<file path="config.mk">
export PLATFORM = sky130hd
export DESIGN_NAME = alink_rx_arb
export DESIGN_NICKNAME = d
export VERILOG_FILES = /design/src/rtl/alink_rx_arb_pkg.sv /design/src/rtl/alink_rx_arb_rr_pick.sv /design/src/rtl/alink_rx_arb.sv
export SDC_FILE = /design/constraint.sdc
export NUM_CORES = 1
export LEC_CHECK = 0
export BUFFER_PORTS_ARGS = -buffer_cell sky130_fd_sc_hd__buf_2
export CORE_AREA = 2 2 475 477
export DETAILED_ROUTE_END_ITERATION = 6
export DIE_AREA = 0 0 477 479
export GPL_TIMING_DRIVEN = 0
export PLACE_DENSITY_LB_ADDON = 0.1
export SLEW_MARGIN = 20
export SYNTH_ARGS = -nofsm -noshare
export SYNTH_HDL_FRONTEND = slang
export SYNTH_HIERARCHICAL = 1
export SYNTH_SLANG_ARGS = --single-unit
</file>
<file path="constraint.sdc">
create_clock -name clk -period 195.3 [get_ports clk]
set_input_delay 58.59 -clock clk [delete_from_list [all_inputs] [get_ports clk]]
set_output_delay 58.59 -clock clk [all_outputs]
set_load 0.03 [all_outputs]
</file>
<file path="src/rtl/alink_rx_arb_pkg.sv">
// alink_rx_arb_pkg: shared constants for the ALINK RX write-port arbiter.
// Holds the arbiter state encodings, the report header tag and the header
// word builder used when ALINK_RX_HDR_EN is defined.
package alink_rx_arb_pkg;

   typedef logic [1:0] rxa_state_t;

   localparam rxa_state_t RXA_IDLE = 2'd0;
   localparam rxa_state_t RXA_XFER = 2'd1;
   localparam rxa_state_t RXA_DONE = 2'd2;

   localparam logic [7:0] RXA_HDR_TAG = 8'hA1;

   // Header word preceding a report: tag, granted PHY index, report sequence.
   function automatic logic [31:0] rxa_hdr_word(input logic [4:0] phy, input logic [15:0] seq);
      return {RXA_HDR_TAG, 3'b000, phy, seq};
   endfunction

endpackage

</file>
<file path="src/rtl/alink_rx_arb_rr_pick.sv">
// alink_rx_arb_rr_pick: combinational round-robin picker (rr_pick).
// Returns the first requesting index found searching upward from last+1,
// wrapping modulo PHY_NUM. 'found' is low when no bit of req is set.
module alink_rx_arb_rr_pick
   import alink_rx_arb_pkg::*;
#(
   parameter int PHY_NUM = 32
) (
   input  logic [PHY_NUM-1:0] req,
   input  logic [4:0]         last,
   output logic               found,
   output logic [4:0]         next
);

   // Pick the requester at the smallest wrapped distance after 'last'.
   always_comb begin
      int d;
      int best;
      found = 1'b0;
      next  = last;
      best  = PHY_NUM;
      d     = 0;
      for (int j = 0; j < PHY_NUM; j++) begin
         d = j - int'(last) - 1;
         if (d < 0) d = d + PHY_NUM;
         if (req[j] && (d < best)) begin
            best  = d;
            found = 1'b1;
            next  = 5'(j);
         end
      end
   end

endmodule

</file>
<file path="src/rtl/alink_rx_arb.sv">
// alink_rx_arb: round-robin sequencer sharing the RX FIFO write port among
// PHY_NUM per-PHY report buffers. A whole report is streamed per grant,
// only when the FIFO can absorb two reports' worth of words (in-flight slack).
// Optional feature: define ALINK_RX_HDR_EN to prefix each report with a
// header word {8'hA1, 3'b0, cur_phy, seq}.
module alink_rx_arb
   import alink_rx_arb_pkg::*;
#(
   parameter int PHY_NUM    = 32,
   parameter int RPT_LEN    = 8,
   parameter int FIFO_DEPTH = 512,
   parameter int CNT_W      = 10
) (
   input  logic                   clk,
   input  logic                   rst_n,
   input  logic                   reg_flush,
   input  logic [PHY_NUM-1:0]     reg_mask,
   input  logic [PHY_NUM-1:0]     phy_req,
   input  logic [32*PHY_NUM-1:0]  phy_dat,
   output logic [PHY_NUM-1:0]     phy_pop,
   input  logic [CNT_W-1:0]       rx_data_count,
   output logic                   rx_vld,
   output logic [31:0]            rx_dat,
   output logic [4:0]             cur_phy,
   output logic [31:0]            rpt_cnt,
   output logic                   proto_err
);

`ifdef ALINK_RX_HDR_EN
   localparam int LEN = RPT_LEN + 1;
`else
   localparam int LEN = RPT_LEN;
`endif
   localparam int WCNT_W = $clog2(LEN + 1);
   localparam int SPC_W  = CNT_W + 2;

   rxa_state_t        state;
   logic [WCNT_W-1:0] wcnt;
   logic [PHY_NUM-1:0] elig;
   logic              grant_found;
   logic [4:0]        grant_idx;
   logic [SPC_W-1:0]  fill_need;
   logic              space_ok;
   logic [31:0]       sel_dat;
   logic              req_cur;
   logic              hdr_cycle;
`ifdef ALINK_RX_HDR_EN
   logic [15:0]       seq;
`endif

   assign elig      = phy_req & ~reg_mask;
   assign fill_need = SPC_W'(rx_data_count) + SPC_W'(2 * LEN);
   assign space_ok  = (fill_need <= SPC_W'(FIFO_DEPTH));

`ifdef ALINK_RX_HDR_EN
   assign hdr_cycle = (wcnt == '0);
`else
   assign hdr_cycle = 1'b0;
`endif

   alink_rx_arb_rr_pick #(
      .PHY_NUM (PHY_NUM)
   ) u_rr_pick (
      .req   (elig),
      .last  (cur_phy),
      .found (grant_found),
      .next  (grant_idx)
   );

   // Select the granted PHY's head word and request, and strobe its pop on payload cycles.
   always_comb begin
      sel_dat = '0;
      req_cur = 1'b0;
      phy_pop = '0;
      for (int i = 0; i < PHY_NUM; i++) begin
         if (cur_phy == 5'(i)) begin
            sel_dat = phy_dat[32*i +: 32];
            req_cur = phy_req[i];
            if ((state == RXA_XFER) && !hdr_cycle) phy_pop[i] = 1'b1;
         end
      end
   end

   // Arbiter FSM: grant, count out LEN words, then a one-cycle DONE for req to settle.
   always_ff @(posedge clk or negedge rst_n) begin
      if (!rst_n) begin
         state   <= RXA_IDLE;
         cur_phy <= 5'(PHY_NUM - 1);
         wcnt    <= '0;
         rpt_cnt <= '0;
`ifdef ALINK_RX_HDR_EN
         seq     <= '0;
`endif
      end else if (reg_flush) begin
         state   <= RXA_IDLE;
         cur_phy <= 5'(PHY_NUM - 1);
         wcnt    <= '0;
         rpt_cnt <= '0;
`ifdef ALINK_RX_HDR_EN
         seq     <= '0;
`endif
      end else begin
         case (state)
            RXA_IDLE: begin
               if (grant_found && space_ok) begin
                  state   <= RXA_XFER;
                  cur_phy <= grant_idx;
                  wcnt    <= '0;
               end
            end
            RXA_XFER: begin
               wcnt <= wcnt + 1'b1;
               if (wcnt == WCNT_W'(LEN - 1)) state <= RXA_DONE;
            end
            RXA_DONE: begin
               rpt_cnt <= rpt_cnt + 32'd1;
`ifdef ALINK_RX_HDR_EN
               seq     <= seq + 16'd1;
`endif
               state   <= RXA_IDLE;
            end
            default: state <= RXA_IDLE;
         endcase
      end
   end

   // FIFO write port: one registered word per XFER cycle, zero when idle.
   always_ff @(posedge clk or negedge rst_n) begin
      if (!rst_n) begin
         rx_vld <= 1'b0;
         rx_dat <= '0;
      end else if (reg_flush) begin
         rx_vld <= 1'b0;
         rx_dat <= '0;
      end else if (state == RXA_XFER) begin
         rx_vld <= 1'b1;
`ifdef ALINK_RX_HDR_EN
         if (hdr_cycle) rx_dat <= rxa_hdr_word(cur_phy, seq);
         else
`endif
         rx_dat <= sel_dat;
      end else begin
         rx_vld <= 1'b0;
         rx_dat <= '0;
      end
   end

   // Sticky protocol error: granted PHY dropped its request mid-report.
   always_ff @(posedge clk or negedge rst_n) begin
      if (!rst_n) begin
         proto_err <= 1'b0;
      end else if (reg_flush) begin
         proto_err <= 1'b0;
      end else if ((state == RXA_XFER) && !req_cur) begin
         proto_err <= 1'b1;
      end
   end

endmodule
</file>
Word level (Yosys, flattened, before mapping)
Index checks and enable logic that the tools add are counted.
{"block": "word_totals", "out_inout_bits": 103, "ff_bits": 77, "elab_cells": 496}
{"block": "op_classes", "muxes": 241, "reduce_logical": 46, "addsub": 99, "n_lt_le_gt_ge": 65, "bitwise_logic": 2, "n_eq_ne": 36}
{"operator": "32-bit two-way mux", "n": 99}
{"operator": "32-bit by 7-bit adder with 32-bit output, second input constant", "n": 32}
{"operator": "32-bit by 1-bit < comparator with 1-bit output, second input constant", "n": 32}
{"operator": "32-bit by 2-bit subtractor with 32-bit output, second input constant", "n": 32}
{"operator": "32-bit < comparator", "n": 31}
{"operator": "5-bit two-way mux", "n": 35}
{"operator": "1-bit two-way mux", "n": 100}
{"operator": "5-bit by 5-bit subtractor with 6-bit output, first input constant", "n": 16}
{"operator": "5-bit == test, second input constant", "n": 16}
{"operator": "4-bit by 5-bit subtractor with 6-bit output, first input constant", "n": 8}
{"operator": "5-bit by 4-bit == test with 1-bit output, second input constant", "n": 8}
{"operator": "1-bit logical AND", "n": 34}
{"operator": "33-bit nonzero test", "n": 1}
{"operator": "32-bit by 1-bit adder with 32-bit output, second input constant", "n": 1}
{"operator": "32-bit bitwise AND", "n": 1}
{"operator": "32-bit by 7-bit < comparator with 1-bit output, second input constant", "n": 1}
{"operator": "32-bit inverter", "n": 1}
{"operator": "3-bit by 5-bit subtractor with 6-bit output, first input constant", "n": 4}
{"operator": "5-bit by 3-bit == test with 1-bit output, second input constant", "n": 4}
{"operator": "1-bit by 5-bit subtractor with 6-bit output, first input constant", "n": 2}
{"operator": "2-bit by 5-bit subtractor with 6-bit output, first input constant", "n": 2}
{"operator": "10-bit by 5-bit adder with 11-bit output, second input constant", "n": 1}
{"operator": "11-bit by 10-bit less-or-equal comparator with 1-bit output, second input constant", "n": 1}
{"operator": "5-bit by 2-bit == test with 1-bit output, second input constant", "n": 2}
{"operator": "18 further kinds", "n": 25}

Logic depth before layout (Yosys ltp)
{"block": "depth", "ltp_word": 104, "ltp_mapped": 365, "mapped_depth_nobuf": 334}

Cells and area by module
The synthesis kept the hierarchy.
{"module": "alink_rx_arb_rr_pick", "instances": 1, "seq_area_each_um2": 0.0, "area_each_um2": 16356.9, "cells_each": 2292}
{"module": "alink_rx_arb", "instances": 1, "seq_area_each_um2": 1933.1, "area_each_um2": 10875.4, "cells_each": 1537}

Worst setup path before layout
Ideal clock, no wire load.
{"block": "synth_path", "path_kind": "input port to flip-flop", "from": "input port phy_req[0]", "to": "register cur_phy[0]", "setup_time_ns": 0.082, "arrival_time_ns": 122.642, "path_slack_ns": 72.576, "path_stages": 312, "cell_sequence": "nor2b_1 nor2b_1 clkbuf_1 o21ai_0 ha_1 nand2_1 o311ai_2 o22ai_2 buf_2 buf_1 mux2i_1 inv_1 ha_1 nor4_1 o221ai_1 a41o_1 or2_1 buf_2 (+276 left out) a21o_1 a31oi_2 clkbuf_1 a22oi_1 o21ai_0 ha_1 and3_1 and4_1 a221o_1 a21oi_1 a31oi_1 o2111a_1 a22oi_1 nor3_1 nand2_1 nor3b_1 nand2_1 a211o_1"}
{"block": "synth_via", "elab_chain_len": 99, "elab_cells_between_ends": 165}
{"element": "start: declaration", "line": "alink_rx_arb.sv:18", "rtl": "input logic [PHY_NUM-1:0] phy_req,"}
{"element": "32-bit bitwise AND *", "line": "alink_rx_arb.sv:51", "rtl": "assign elig = phy_req & ~reg_mask;"}
{"element": "1-bit logical AND *", "line": "alink_rx_arb_rr_pick.sv:26", "rtl": "if (req[j] && (d < best)) begin"}
{"element": "32-bit two-way mux", "line": "alink_rx_arb_rr_pick.sv:26"}
{"element": "32-bit < comparator", "line": "alink_rx_arb_rr_pick.sv:26"}
{"element": "1-bit logical AND", "line": "alink_rx_arb_rr_pick.sv:26"}
{"element": "32-bit two-way mux", "line": "alink_rx_arb_rr_pick.sv:26"}
{"element": "32-bit < comparator", "line": "alink_rx_arb_rr_pick.sv:26"}
{"element": "1-bit logical AND", "line": "alink_rx_arb_rr_pick.sv:26"}
{"element": "(+84 left out)"}
{"element": "32-bit two-way mux", "line": "alink_rx_arb_rr_pick.sv:26"}
{"element": "32-bit < comparator", "line": "alink_rx_arb_rr_pick.sv:26"}
{"element": "1-bit logical AND", "line": "alink_rx_arb_rr_pick.sv:26"}
{"element": "1-bit two-way mux *", "line": "alink_rx_arb_rr_pick.sv:26"}
{"element": "via grant_found", "line": "alink_rx_arb.sv:40", "rtl": "logic grant_found;"}
{"element": "1-bit logical AND *", "line": "alink_rx_arb.sv:105", "rtl": "if (grant_found && space_ok) begin"}
{"element": "2-bit nonzero test (no source line) *"}
{"element": "3-bit AND reduction (no source line) *"}
{"element": "end signal: assignment", "line": "alink_rx_arb.sv:88", "rtl": "cur_phy <= 5'(PHY_NUM - 1);"}
{"element": "end signal: assignment", "line": "alink_rx_arb.sv:96", "rtl": "cur_phy <= 5'(PHY_NUM - 1);"}
{"element": "end signal: assignment", "line": "alink_rx_arb.sv:107", "rtl": "cur_phy <= grant_idx;"}
{"element": "end: declaration", "line": "alink_rx_arb.sv:24", "rtl": "output logic [4:0] cur_phy,"}
Mark *: on every way through the listed nets, which the timed path passes. The rest lies on a longest branch. The select of a mux whose other input is x is not followed.
A chain may end at the register's enable or synchronous reset.

Worst setup path after layout
{"block": "layout_path", "from": "input port phy_req[0]", "to": "register cur_phy[0]"}
{"block": "layout_via", "elab_chain_len": 99, "elab_cells_between_ends": 165}
{"element": "32-bit bitwise AND *", "line": "alink_rx_arb.sv:51"}
{"element": "via elig[0]", "line": "alink_rx_arb.sv:39", "rtl": "logic [PHY_NUM-1:0] elig;"}
{"element": "1-bit logical AND *", "line": "alink_rx_arb_rr_pick.sv:26"}
{"element": "32-bit two-way mux", "line": "alink_rx_arb_rr_pick.sv:26"}
{"element": "32-bit < comparator", "line": "alink_rx_arb_rr_pick.sv:26"}
{"element": "1-bit logical AND", "line": "alink_rx_arb_rr_pick.sv:26"}
{"element": "32-bit two-way mux", "line": "alink_rx_arb_rr_pick.sv:26"}
{"element": "32-bit < comparator", "line": "alink_rx_arb_rr_pick.sv:26"}
{"element": "(+85 left out)"}
{"element": "32-bit two-way mux", "line": "alink_rx_arb_rr_pick.sv:26"}
{"element": "32-bit < comparator", "line": "alink_rx_arb_rr_pick.sv:26"}
{"element": "1-bit logical AND", "line": "alink_rx_arb_rr_pick.sv:26"}
{"element": "1-bit two-way mux *", "line": "alink_rx_arb_rr_pick.sv:26"}
{"element": "via grant_found", "line": "alink_rx_arb.sv:40"}
{"element": "1-bit logical AND *", "line": "alink_rx_arb.sv:105"}
{"element": "2-bit nonzero test (no source line) *"}
{"element": "3-bit AND reduction (no source line) *"}
Marked as above.

==> summary.md <==
| Metric | Value |
|---|---|
| Status | `finished, violations left` |
| Violations in the final reports | `design-rule violations` |
| Element type at the critical path end | `flip-flop` |
| Synth Area in Simple Gates | `23.2%` |
| Synthesized-area fraction occupied by adder cells | `17.6%` |
| Slack of the worst reg-to-reg path | `103.05 ns` |
| Arrival time at the worst endpoint | `143.96 ns` |
| Utilization of the core after routing | `17.8%` |
| Syn-to-layout area delta | `46.1%` |
| Final setup violation count | `0` |
| Critical R2R Capture | `cur_phy[0]$_DFFE_PN1P_` |
| Number of global-route vias before repair | `39925` |
| TritonCTS buffer count | `9` |
| Number of nets still failing antenna checks after routing | `0` |
| Compound-Gate Fraction of Synth Area | `38.0%` |
| Die Outline Area | `0.228 mm2` |
| Final Non-Filler Cells | `8647` |
| Transition time of the tightest slew-check pin | `1.32 ns` |
| CP required | `195.64 ns` |
| Part of the Yosys area used for sequential elements | `7.10%` |
| Routed length per placed instance | `46.6 um` |
| Most frequent CP cell | `sky130_fd_sc_hd__ha_1` |
| Peak clock frequency supported by timing | `6.96 MHz` |
| Detail Route met2 WL | `177 mm` |
| Post-Syn Area per Cell | `7.11 um2` |
| Maximum fanout along the worst path | `10` |
| Post-layout min period | `143.62 ns` |
| Startpoint types | `input port` |
| Slew HR | `11.9%` |
| Top layer used by detailed routing | `met5` |
| Largest family of logic cells by synthesized area | `compound AO/OA/AOI/OAI gates` |
| Post-route DRC violation count | `5` |
| Post-cts resize count | `0` |
| Unique cell type count in the Yosys netlist | `121` |
| Die width | `477 um` |
| DRC violation total after the first TritonRoute iteration | `4934` |
| Die extent in y | `479 um` |
| Setup repair after global routing missed its margin | `no` |
| Post-CTS setup buffer count | `0` |
| Path type of the worst min-delay path | `flip-flop to flip-flop` |
| DP HPWL | `357 mm` |
| Commonest non-fill, non-tap cells in the layout | `sky130_fd_sc_hd__buf_2, sky130_fd_sc_hd__ha_1, sky130_fd_sc_hd__nand2_1` |
| Top_reg_cell synth | `sky130_fd_sc_hd__dfrtp_1` |
| CTS tree | `built` |
| Xor/xnor cell area share of the yosys netlist | `3.06%` |
| Overall global routing resource usage | `33.6%` |
| Clock Sink Count | `77` |
| Number of endpoints with negative hold slack in the final report | `0` |
| Delay of the slowest cell on the worst path | `0.88 ns` |
| Aggregate negative setup slack | `0 ns` |
| Filler Cell Count | `26277` |
| Multiplexer share of the synthesized area | `5.04%` |
| Total nets after synthesis | `5312` |
| Clk slew on worst S/H paths | `0.08 ns` |
| Max-cap check violation count | `0` |
| Number of nets at the end of the flow | `6579` |
| Starting utilization of the core area | `12.2%` |
| Number of hold-repair buffers added at the cts stage | `0` |
| Buffers from clock root to sink, at most | `2` |
| Cells after DPL | `8076` |
| Count of cells along the worst hold path | `2` |
| Core region area | `0.224 mm2` |
| Leading cell type in the layout, fill and taps excluded | `sky130_fd_sc_hd__buf_2` |
| EDFF count, synth | `0` |
| Count of pins on the block boundary | `1204` |
| Routed wire length on met3 | `30.1 mm` |
| First-pass GRT wire length | `487 mm` |
| Async set-or-reset flop fraction in the synthesized netlist | `100%` |
| Number of register bits inferred by synthesis | `77` |
| Count of TritonRoute iterations in the first routing pass | `7` |
| Count of cells along the worst register-to-register path | `325` |
| Start point of the worst min-delay path | `rpt_cnt[31]$_DFFE_PN0P_` |
| IO buf count | `1202` |
| Seq. cell area | `0.00193 mm2` |
| Final Wtd Congestion | `1.02` |
| Met1 wire length | `153 mm` |
| Largest net degree at the start of global routing | `49` |
| Standard cell with the maximum stage delay on the critical path | `sky130_fd_sc_hd__o31ai_1` |
| DR vias/cell | `4.96` |
| Floorplan row count | `174` |
| Reg-to-Reg Start | `cur_phy[0]$_DFFE_PN1P_` |
| Mapped Cells | `3829` |
| Clock insertion delay at the later pin of the skew report | `0.45 ns` |
| Total wire length after detailed routing | `403 mm` |
| Clock skew | `0.0469 ns` |
| Via count | `42924` |
| Classification of the worst setup path | `input port to flip-flop` |
| Number of warning messages in the yosys log | `6` |
| Final worst path period share | `73.5%` |
| Summed instance area of the synthesized netlist | `0.0272 mm2` |
| Maximum level of the CTS H-tree | `3` |
| Initial antenna violation count | `377` |
| Proportion of layout cells with a drive suffix above 1 | `31.6%` |
| Capture endpoint of the worst hold path | `rpt_cnt[31]$_DFFE_PN0P_` |
| Area of the multi-input gates | `0.0239 mm2` |
| Clock root buffer | `sky130_fd_sc_hd__clkbuf_16` |
| Aggregate global routing overflow | `0` |
| Number of max-slew violations in the final report | `0` |
## routing by layer
layer	up-vias	track usage, %
met5	-	0
met4	98	30.9
met3	896	8.23
met2	2599	51.8
met1	21301	38.2
li1	18030	-
## area by class of cell
class                      count  area share (%)
multi-input combinational   3348            60.1
timing repair buffer        1256            17.1
tap                         2992            9.41
sequential                    77            4.86
antenna                      554            3.48
buffer                       237            2.70
inverter                     167            1.59
clock buffer                   9           0.566
clock inverter                 7           0.204
## worst max path at each step
stage	end	slack, ns	start	cells past startpoint
finish	cur_phy[0]$_DFFE_PN1P_	51.68	phy_req[0]	314
global route	cur_phy[0]$_DFFE_PN1P_	45.66	phy_req[0]	315
CTS	cur_phy[0]$_DFFE_PN1P_	51.88	phy_req[0]	314
detailed placement	cur_phy[0]$_DFFE_PN1P_	51.84	phy_req[0]	314
global placement	cur_phy[0]$_DFFE_PN1P_	50.31	phy_req[0]	317
floorplan	cur_phy[0]$_DFFE_PN1P_	72.58	phy_req[0]	312
## synth_stat cells (72+ instances only)
| cell type | n | area share (%) |
|---|---|---|
| sky130_fd_sc_hd__a21oi_1 | 266 | 4.9 |
| sky130_fd_sc_hd__nand2_1 | 354 | 4.9 |
| sky130_fd_sc_hd__dfrtp_1 | 72 | 6.6 |
| sky130_fd_sc_hd__clkbuf_1 | 131 | 1.8 |
| sky130_fd_sc_hd__inv_1 | 159 | 2.2 |
| sky130_fd_sc_hd__ha_1 | 382 | 18 |
| sky130_fd_sc_hd__o21ai_0 | 203 | 3.7 |
| sky130_fd_sc_hd__mux2_2 | 77 | 3.2 |
| sky130_fd_sc_hd__a22oi_1 | 276 | 7.6 |
| sky130_fd_sc_hd__nor2_1 | 325 | 4.5 |
| sky130_fd_sc_hd__nand3_1 | 115 | 2.1 |
| sky130_fd_sc_hd__nor2b_1 | 84 | 1.9 |
| sky130_fd_sc_hd__nand4_1 | 74 | 1.7 |
| sky130_fd_sc_hd__nor3_1 | 96 | 1.8 |
## registers in the layout, summed over array words and instances, names as in the netlist
signal,count
cur_phy,5
proto_err,1
rx_dat,32
state,2
wcnt,4
rpt_cnt,32
rx_vld,1
## cells by family after synthesis
kind of cell	count (synthesis)
AO/OA/AOI/OAI	1457
buffers and inverters	404
XOR/XNOR	95
AND/OR/NAND/NOR	1290
adder cells (fa/ha/maj)	382
multiplexers	124
flip-flops	77
## per-stage QoR
step,worst slack [ns],hold slack [ns],cell area [um2]
CTS,51.88,0.536,38400
finish,51.68,0.561,39800
floorplan,72.58,0.476,27200
global placement,50.31,0.522,37000
detailed placement,51.84,0.516,38100
global route,45.66,0.589,39500
## worst max-delay path: cells and delay by family
| family | cells | cell delay, ns |
|---|---|---|
| buf+inv | 43 | 13.16 |
| simple gates | 87 | 18.92 |
| mux | 14 | 5.78 |
| compound gates | 139 | 38.55 |
| fa+ha+maj | 31 | 8.71 |
Power is left out: the tool's default activity adds up to more than one toggle a clock period on the data nets, which glitch-free logic cannot reach.
